**src/rtl/serial_adder_pkg.sv**
```systemverilog
// Shared definitions for the bit-serial adder: FSM state encoding and
// the helper that sizes the bit counter from the operand width.
package serial_adder_pkg;

    // FSM state type and encodings (plain constants so older tools and
    // mixed-language flows see fixed 2-bit values).
    typedef logic [1:0] sa_state_t;

    localparam sa_state_t IDLE = 2'd0;
    localparam sa_state_t RUN  = 2'd1;
    localparam sa_state_t DONE = 2'd2;

    // Width of the bit counter: it counts 0..WIDTH-1 and never wraps.
    function automatic int SA_CNT_W(input int width);
        return $clog2(width);
    endfunction

endpackage : serial_adder_pkg

```
**src/rtl/serial_adder_full_adder.sv**
```systemverilog
// Single-bit full adder cell shared by the bit-serial datapath.
// Purely combinational; the caller registers the carry loop.
module full_adder (
    input  logic a,
    input  logic b,
    input  logic cin,
    output logic sum,
    output logic cout
);

    logic half_s;

    assign half_s = a ^ b;
    assign sum    = half_s ^ cin;
    assign cout   = (a & b) | (cin & half_s);

endmodule : full_adder

```
**src/rtl/serial_adder.sv**
```systemverilog
// Bit-serial WIDTH-bit adder. On an accepted start the operands and
// carry-in are captured; one bit pair per clock is then fed, LSB first,
// through a single full_adder with a registered carry loop. The result
// registers update only on the completion edge and a one-cycle done
// pulse marks the cycle in which they hold the new result.
module serial_adder
    import serial_adder_pkg::*;
#(
    parameter int WIDTH = 8
) (
    input  logic             clk,
    input  logic             rst,
    input  logic             start,
    input  logic [WIDTH-1:0] a,
    input  logic [WIDTH-1:0] b,
    input  logic             cin,
    output logic             busy,
    output logic             done,
    output logic [WIDTH-1:0] sum,
    output logic             cout
);

    localparam int              CNT_W    = SA_CNT_W(WIDTH);
    localparam logic [CNT_W-1:0] CNT_LAST = CNT_W'(WIDTH - 1);
    localparam logic [CNT_W-1:0] CNT_ONE  = CNT_W'(1);

    // FSM and counter
    sa_state_t        state_q,  state_d;
    logic [CNT_W-1:0] cnt_q,    cnt_d;

    // Operand shift registers and carry loop
    logic [WIDTH-1:0] a_sr_q,   a_sr_d;
    logic [WIDTH-1:0] b_sr_q,   b_sr_d;
    logic             carry_q,  carry_d;

    // Sum accumulator: holds the WIDTH-1 most recent sum bits, MSB-aligned.
    // The final bit of an operation never needs to be stored here because
    // it is written straight into the result register together with these.
    logic [WIDTH-2:0] acc_sr_q, acc_sr_d;
    logic [WIDTH-1:0] acc_next_s;

    // Result and status registers
    logic [WIDTH-1:0] sum_q,    sum_d;
    logic             cout_q,   cout_d;
    logic             busy_q,   busy_d;
    logic             done_q,   done_d;

    // Full adder interface
    logic             fa_sum_s;
    logic             fa_cout_s;

    full_adder u_full_adder (
        .a    (a_sr_q[0]),
        .b    (b_sr_q[0]),
        .cin  (carry_q),
        .sum  (fa_sum_s),
        .cout (fa_cout_s)
    );

    // Accumulator contents after this cycle's sum bit is shifted in at the MSB.
    assign acc_next_s = {fa_sum_s, acc_sr_q};

    // Next-state logic: FSM, operand capture, serial shift and result capture.
    always_comb begin
        state_d  = state_q;
        cnt_d    = cnt_q;
        a_sr_d   = a_sr_q;
        b_sr_d   = b_sr_q;
        carry_d  = carry_q;
        acc_sr_d = acc_sr_q;
        sum_d    = sum_q;
        cout_d   = cout_q;

        case (state_q)
            IDLE: begin
                if (start) begin
                    a_sr_d   = a;
                    b_sr_d   = b;
                    carry_d  = cin;
                    cnt_d    = '0;
                    acc_sr_d = '0;
                    state_d  = RUN;
                end else begin
                    state_d  = IDLE;
                end
            end

            RUN: begin
                a_sr_d   = {1'b0, a_sr_q[WIDTH-1:1]};
                b_sr_d   = {1'b0, b_sr_q[WIDTH-1:1]};
                acc_sr_d = acc_next_s[WIDTH-1:1];
                carry_d  = fa_cout_s;
                if (cnt_q == CNT_LAST) begin
                    // Last bit: the counter holds rather than wrapping, and the
                    // result registers take the completed sum and final carry.
                    cnt_d   = cnt_q;
                    sum_d   = acc_next_s;
                    cout_d  = fa_cout_s;
                    state_d = DONE;
                end else begin
                    cnt_d   = cnt_q + CNT_ONE;
                    state_d = RUN;
                end
            end

            DONE: begin
                state_d = IDLE;
            end

            default: begin
                state_d = IDLE;
            end
        endcase
    end

    // Status outputs are decodes of the next state, registered so that they
    // are plain state decodes in the cycle they are observed.
    always_comb begin
        busy_d = (state_d != IDLE);
        done_d = (state_d == DONE);
    end

    // State registers with synchronous active-high reset; reset clears the
    // datapath and the result, aborting any operation in flight.
    always_ff @(posedge clk) begin
        if (rst) begin
            state_q  <= IDLE;
            cnt_q    <= '0;
            a_sr_q   <= '0;
            b_sr_q   <= '0;
            carry_q  <= 1'b0;
            acc_sr_q <= '0;
            sum_q    <= '0;
            cout_q   <= 1'b0;
            busy_q   <= 1'b0;
            done_q   <= 1'b0;
        end else begin
            state_q  <= state_d;
            cnt_q    <= cnt_d;
            a_sr_q   <= a_sr_d;
            b_sr_q   <= b_sr_d;
            carry_q  <= carry_d;
            acc_sr_q <= acc_sr_d;
            sum_q    <= sum_d;
            cout_q   <= cout_d;
            busy_q   <= busy_d;
            done_q   <= done_d;
        end
    end

    assign busy = busy_q;
    assign done = done_q;
    assign sum  = sum_q;
    assign cout = cout_q;

endmodule : serial_adder

```
**config.mk**
```make
export PLATFORM = sky130hd
export DESIGN_NAME = serial_adder
export DESIGN_NICKNAME = d
export VERILOG_FILES = /design/src/rtl/serial_adder_pkg.sv /design/src/rtl/serial_adder_full_adder.sv /design/src/rtl/serial_adder.sv
export SDC_FILE = /design/constraint.sdc
export NUM_CORES = 1
export LEC_CHECK = 0
export CAP_MARGIN = 20
export CORE_UTILIZATION = 54
export CTS_CLUSTER_SIZE = 14
export DETAILED_ROUTE_END_ITERATION = 12
export PLACE_DENSITY = 0.87
export SLEW_MARGIN = 20
export SYNTH_ARGS = -nofsm -noshare
export SYNTH_HDL_FRONTEND = slang
export SYNTH_HIERARCHICAL = 1
export SYNTH_SLANG_ARGS = --single-unit
```
**constraint.sdc**
```tcl
create_clock -name clk -period 3.1 [get_ports clk]
set_clock_uncertainty 0.2 [all_clocks]
set_input_delay 0.62 -clock clk [delete_from_list [all_inputs] [get_ports clk]]
set_output_delay 0.62 -clock clk [all_outputs]
set_load 0.03 [all_outputs]
```
Word level (Yosys, flattened, before mapping)
Cells that the tools add are included.
{"block": "totals", "ff_bits": 40, "latch_bits": 0, "ram_bits": 0, "mem_bits_ro": 0, "inputBits": 20, "output_inout_bits": 11, "word_cells": 41, "n_memories": 0}
{"block": "classes", "addsub": 1, "n_mul": 0, "div_mod_pow": 0, "order_cmp": 0, "eq_ne": 5, "shifts": 0, "mux": 14, "bitwise": 5, "reduce_logical": 6}
{"operator": "8-bit case mux with 2 select lines", "n": 2}
{"operator": "8-bit two-way mux", "n": 2}
{"operator": "7-bit case mux with 2 select lines", "n": 1}
{"operator": "7-bit two-way mux", "n": 1}
{"operator": "3-bit two-way mux", "n": 2}
{"operator": "3-bit case mux with 2 select lines", "n": 1}
{"operator": "2-bit inequality test (second input constant)", "n": 2}
{"operator": "2-bit case mux with 2 select lines", "n": 1}
{"operator": "2-bit AND reduction", "n": 2}
{"operator": "2-bit nonzero test", "n": 2}
{"operator": "3-bit by 1-bit adder with 3-bit output (second input constant)", "n": 1}
{"operator": "3-bit == test (second input constant)", "n": 1}
{"operator": "3-bit AND reduction", "n": 1}
{"operator": "1-bit AND", "n": 2}
{"operator": "2-bit by 1-bit == test with 1-bit output (second input constant)", "n": 1}
{"operator": "2-bit == test (second input constant)", "n": 1}
{"operator": "2-bit logical NOT", "n": 1}
{"operator": "1-bit two-way mux", "n": 2}
{"operator": "2-bit two-way mux", "n": 1}
{"operator": "1-bit case mux with 2 select lines", "n": 1}
{"operator": "1-bit XOR", "n": 2}
{"operator": "1-bit OR", "n": 1}

Logic depth before layout (Yosys ltp)
Gate-level depths: netlist (run 1).
{"block": "depth", "word_depth": 4, "ltp_mapped": 6, "depth_no_buf": 5}

By module
Netlist (run 1), hierarchy kept.
{"mod": "serial_adder", "n_inst": 1, "cells_per_inst": 172, "area_per_inst_um2": 1602.8, "seq_area_each_um2": 800.8}
{"mod": "full_adder", "n_inst": 1, "cells_per_inst": 1, "area_per_inst_um2": 20.0, "seq_area_each_um2": 0.0}

Least setup slack after synthesis (run 1)
No wires, ideal clock.
{"block": "synth_timing", "path_kind": "register -> register", "start": "register cnt_q[0]", "end": "register cout_q (netlist: cout)", "setup_ps": 70, "arrival_time_ps": 1307, "required_ps": 2830, "slack_ps": 1522, "stages_incl_launch_ff": 7, "n_path_buf": 1, "period_less_slack_ps": 1578, "path_cell_list": "dfxtp_1 ha_1 ha_1 nand3b_1 clkbuf_1 nand2_1 a21oi_1"}
{"block": "synth_via", "elab_chain_cells": 2}
{"element": "start, declared", "line": "serial_adder.sv:29", "text": "logic [CNT_W-1:0] cnt_q, cnt_d;"}
{"element": "start signal, assigned", "line": "serial_adder.sv:139", "text": "cnt_q <= cnt_d;"}
{"element": "3-bit == test", "line": "serial_adder.sv:93", "text": "if (cnt_q == CNT_LAST) begin"}
{"element": "2-bit AND reduction (no source line)"}
{"element": "end signal, assigned", "line": "serial_adder.sv:145", "text": "cout_q <= cout_d;"}
{"element": "end, declared", "line": "serial_adder.sv:44", "text": "logic cout_q, cout_d;"}
Every way passes these cells.
A chain may end at the register's enable or synchronous reset.

Worst setup path in the final report (run 1)
{"block": "layout_timing", "start": "register sum_q[0] (netlist: sum[0])", "end": "output sum[0]"}
{"element": "start, declared", "line": "serial_adder.sv:43", "text": "logic [WIDTH-1:0] sum_q, sum_d;"}
{"element": "start signal, assigned", "line": "serial_adder.sv:144", "text": "sum_q <= sum_d;"}
{"element": "end, declared", "line": "serial_adder.sv:19", "text": "output logic [WIDTH-1:0] sum,"}
No word-level cell between the ends.

==> results of run 1 <==
synthesized netlist by cell type, types with 3 or more instances:
| master | n | area (sq um) |
|---|---|---|
| mux2i_1 | 16 | 160 |
| nand3_1 | 12 | 60.1 |
| buf_2 | 5 | 25.0 |
| clkbuf_1 | 8 | 30.0 |
| dfxtp_1 | 40 | 801 |
| nand2_1 | 12 | 45.0 |
| a22oi_1 | 9 | 67.6 |
| a31oi_1 | 3 | 18.8 |
| a21oi_1 | 10 | 50.1 |
| nor2_1 | 27 | 101 |
| a211oi_1 | 15 | 113 |
power by group:
part	switching, W	internal (W)
Clock	0.000189	0.000172
Sequential	0.0000156	0.000537
Combinational	0.0000532	0.0000554
routing by layer:
| layer | vias to the layer above | part of all wire [%] | track usage [%] |
|---|---|---|---|
| li1 | 660 | - | - |
| met1 | 621 | 42 | 26.7 |
| met2 | 24 | 52 | 39.6 |
| met3 | 8 | 3.9 | 6.45 |
| met4 | 0 | 1.9 | 12.2 |
| met5 | - | 0 | 0 |
logic make-up after synthesis:
logic type	after synthesis	share of synthesized area, %
AND/OR/NAND/NOR	60	16.7
flip-flops	40	49.3
adder cells (fa/ha/maj)	3	2.78
AO/OA/AOI/OAI	38	15.8
multiplexers	16	9.87
buffers and inverters	16	5.55
stage by stage:
stage | cell area [sq um] | setup slack (ps) | hold slack (ps) | instances | total power [W]
finish | 1980 | 863 | 266 | 230 | 0.00102
global route | 1980 | 823 | 299 | 230 | 0.00106
CTS | 1980 | 854 | 269 | 230 | 0.00103
detailed placement | 1900 | 743 | 254 | 222 | 0.000672
global placement | 1900 | 815 | 243 | 222 | 0.000666
floorplan | 1620 | 1520 | 243 | 173 | 0.000634
layout make-up:
type,instances,area (sq um)
clock buffer,5,37.5
fill,221,823
multi-input combinational,117,732
sequential,40,801
timing repair buffer,33,323
clock inverter,3,46.3
tap,31,38.8
inverter,1,3.75
worst paths after layout:
kind         endpoint  slack [ps]
min            sum[6]         270
min reg2reg    sum[6]         270
max reg2reg    sum[0]        1020
max            sum[0]         860
sequential cells by signal, summed over array words and instances, names as in the netlist:
name / count
cnt_q: 3
sum: 8
state_q: 2
cout: 1
b_sr_q: 8
a_sr_q: 8
carry_q: 1
acc_sr_q: 7
done: 1
busy: 1
==> metrics.txt, run 1 <==
most frequent cells in the layout=dfxtp_1, clkdlybuf4s50_1, nor2_1, mux2i_1, a211oi_1; antenna violations before repair=0; fmax=447 MHz; vias after detailed routing=roughly 1,300; hold_buf cts=0; r2r worst-path depth=5; Worst Path Class, Setup=reg2out; io pins=31; Critical Path Start Type=flop; Residual DRC=8; outcome=finished, violations left; number of global-route vias before repair=between 1,000 and 1,500; layout cells sized above 1=6.03%; Bufs on Longest Clock Path=2; number of synthesized flops with an enable pin=0; WL final=3240 um; Setup crit end kind=primary output; crit path time final=about 2200 ps; CTS tree=done; Pre-antenna DRT Iters=8; commonest non-fill, non-tap cell in the layout=dfxtp_1; buffers added on ports=30; Worst Setup SP=sum[0]; CTS sink cnt=40; Slew HR=44.4%; Core Util, Final=70.7%; VDD IR max=0.438 mV; area delta synth->final=22.1%; largest net degree at the start of global routing=41; Leak=0.754 nW; Worst path depth=1; Req. time, crit path=2280 ps; GP Congestion=about 0.7; failing checks=design-rule violations; diode count=0; DR iter-0 viols=51; pwr/cell area=516 mW/mm^2; average routed wire per standard cell=around 14 um; total gr overflow=0; total CTS buffers=5; Post-CTS Resized=0; Post-DRT Antenna Nets=0; Yosys Warn Count=6; Critical Path Slowest Stage Cell=clkdlybuf4s50_1; ys flop type=dfxtp_1; Mapped Nets=196; asr flop ratio synth=0%; total track usage=23.4%; hold path start=sum[6]; CP cell instances=clkdlybuf4s50_1; crit share post-route=72.2%; Synth Instances=about 170; Die H=~57 um; post-DP HPWL=2290 um; slowest stage delay, CP=690 ps; Distinct cells, synth=24; Netlist Area Pre-Place=0.00162 sq mm; Final Max Tran Viols=0; RSZ-0062 raised after global routing=false; critical path peak fanout=2; Max-Cap Viols=0; TNS Setup=0 ps; synthesized area per cell=9.38 sq um; WP data arrival=1420 ps; clock latency on the worst-skew pair=370 ps; clk slew on worst S/H paths=140 ps; H-tree depth=2; Starting Density=57.9%; cell family with most CP delay=buffers and inverters; Setup Buffers After CTS=0; die area=~0.0032 sq mm; # nets final=221; Core Rows=19; RR Startpoint=cnt_q[0]; Hold Path Cell Cnt=2; #FFs+latches synth=40; clock root cell=clkbuf_4; Worst Tran Pin Value=833 ps; final count of hold timing violations=0; worst min-delay path category=reg2reg; core area=0.00281 sq mm; Vias/cell=5.71; die width=56.8 um; final number of setup-violating endpoints=0; sequential area share after synthesis=49.3%; first-pass GRT wire length=5620 um; CP bufs+invs=1
No activity file was read; power rests on OpenSTA's default activity.
==> inputs of run 2 (changes only) <==
--- a/config.mk
+++ b/config.mk
@@ -6,10 +6,10 @@
 export NUM_CORES = 1
 export LEC_CHECK = 0
 export CAP_MARGIN = 20
-export CORE_UTILIZATION = 54
+export CORE_UTILIZATION = 50
 export CTS_CLUSTER_SIZE = 14
 export DETAILED_ROUTE_END_ITERATION = 12
-export PLACE_DENSITY = 0.87
+export PLACE_DENSITY = 0.81
 export SLEW_MARGIN = 20
 export SYNTH_ARGS = -nofsm -noshare
 export SYNTH_HDL_FRONTEND = slang
==> constraint.sdc (replaced) <==
create_clock -name clk -period 2.3 [get_ports clk]
set_clock_uncertainty 0.2 [all_clocks]
set_input_delay 0.46 -clock clk [delete_from_list [all_inputs] [get_ports clk]]
set_output_delay 0.46 -clock clk [all_outputs]
set_load 0.03 [all_outputs]
==> run 2 against run 1 <==
Compared with the run above:
- the run now ends clean
- via count down 2.9%
- register-to-register slack worse by 690 ps
- final cell count rose by 6.1%
- first-iteration DRC count grew 9.8%
- sequential power up 35%
- critical path type unchanged
- clock power grew 24%
- routed wire length is 2.9% lower
- critical path depth stayed put
- sequential share of layout area shrank 0.33 points
- sequential cell count did not move
- die area grew 7.7%
- global-route usage shrank 2.2 points
==> metrics.txt, run 2 (synthesis results as in run 1) <==
worst min-delay path category=reg2reg; Min Hold Slack=approximately 260 ps; cell family with most CP delay=buffers and inverters; Cell Count, Final, Fillers Out=244; WL final=3150 um; H-tree depth=2; Starting Density=a little over half; clk slew on worst S/H paths=120 ps; final number of setup-violating endpoints=0; Final Max Tran Viols=0; slowest stage delay, CP=670 ps; crit share post-route=approximately nine tenths; Worst Tran Pin Value=520 ps; clock power share=33.5%; Switching Share=23.5%; CTS sink cnt=40; Die H=59.0 um; post-route cell area=0.00200 sq mm; Core Rows=20; fmax=a little under 500 MHz; buffers added on ports=30; Setup crit end kind=primary output; Critical Path Start Type=flop; pre-CTS setup slack=288 ps; commonest non-fill, non-tap cell in the layout=dfxtp_1; first-pass GRT wire length=5390 um; antenna violations before repair=0; average routed wire per standard cell=12.9 um; Bufs on Longest Clock Path=2; pwr/cell area=671 mW/mm^2; Flop pwr share=55.5%; core area=0.00308 sq mm; Vias/cell=between 5 and 6; Post-DRT Antenna Nets=0; die area=0.00348 sq mm; Post-CTS Resized=0; TNS Setup=0 ps; most frequent cells in the layout=dfxtp_1, clkdlybuf4s50_1, nor2_1, mux2i_1, a211oi_1; Int Pwr=roughly 0.0010 W; Inst Count DP=236; hold_buf cts=0; diode count=0; Pre-antenna DRT Iters=4; total gr overflow=0; die width=between 50 and 60 um; Slew HR=65.3%; total track usage=21.2%; CP bufs+invs=1; final count of hold timing violations=0; outcome=finished clean; Critical Path Slowest Stage Cell=clkdlybuf4s50_1; RSZ-0062 raised after global routing=false; largest net degree at the start of global routing=41; Worst Path Class, Setup=reg2out; total CTS buffers=5; GP Congestion=0.777; io pins=31; layout cells sized above 1=6.00%; Net Sw Power=0.000315 W; clock root cell=clkbuf_4; CP cell instances=clkdlybuf4s50_1; Residual DRC=0; Req. time, crit path=1640 ps; post-DP HPWL=2230 um; area delta synth->final=23.1%; Max-Cap Viols=0; WP data arrival=1380 ps; PnR worst setup slack=259 ps; DP Area=0.00192 sq mm; # nets final=222; CTS tree=done; VDD IR max=~0.43 mV; crit path time final=approximately 2000 ps; Gate power share=11.0%; DR iter-0 viols=56; Leak=between 0.7 and 0.8 nW; critical path peak fanout=2; vias after detailed routing=1,275; number of global-route vias before repair=1,264; Setup Buffers After CTS=0; clock latency on the worst-skew pair=340 ps; Layout fillers=253
-- run 2: cell count changes in the layout (fill, tap and decap cells not counted), sizes merged --
cell / change
clkinvlp: -1
clkinv: +1
clkbuf: +1
buf: +1
inv: -1
-- run 2: layer usage --
metal | GRT usage [%] | vias up | wire length [um]
met2 | 38.0 | 25 | 1640
met1 | 22.7 | 583 | 1340
li1 | - | 661 | -
met3 | 7.21 | 6 | 120
met4 | 8.50 | 0 | 47
met5 | 0 | - | 0
-- run 2: cell type report --
cell class                      count  area, sq um  share of cell area, %
Inverter                            1         3.75                  0.188
Clock inverter                      2         35.0                   1.75
Sequential cell                    40          801                   40.1
Multi-Input combinational cell    117          732                   36.6
Clock buffer                        6         41.3                   2.07
Tap cell                           44         55.1                   2.76
Timing Repair Buffer               34          330                   16.5
-- run 2: per-stage QoR --
step | total power [W] | utilization, %
floorplan | 0.000854 | -
global placement | 0.000898 | 62.4
detailed placement | 0.000907 | 62.4
CTS | 0.00135 | 64.9
global route | 0.00141 | 64.9
finish | 0.00134 | 64.9
-- run 2: power groups by stage --
stage          Combinational (W)  Clock, W  Sequential, W
6_report                0.000147  0.000449       0.000745
5_1_grt                 0.000163  0.000493       0.000750
4_1_cts                 0.000148  0.000458       0.000745
3_5_place_dp            0.000147         0       0.000760
3_3_place_gp            0.000141         0       0.000758
2_1_floorplan           0.000100         0       0.000754
-- run 2: final timing paths --
kind	from	endpoint	slack [ps]	depth (start not counted)
hold reg to reg	sum[3]	sum[3]	260	2
setup reg to reg	cnt_q[0]	sum[2]	330	5
setup / recovery	sum[2]	sum[2]	260	1
hold / removal	sum[3]	sum[3]	260	2
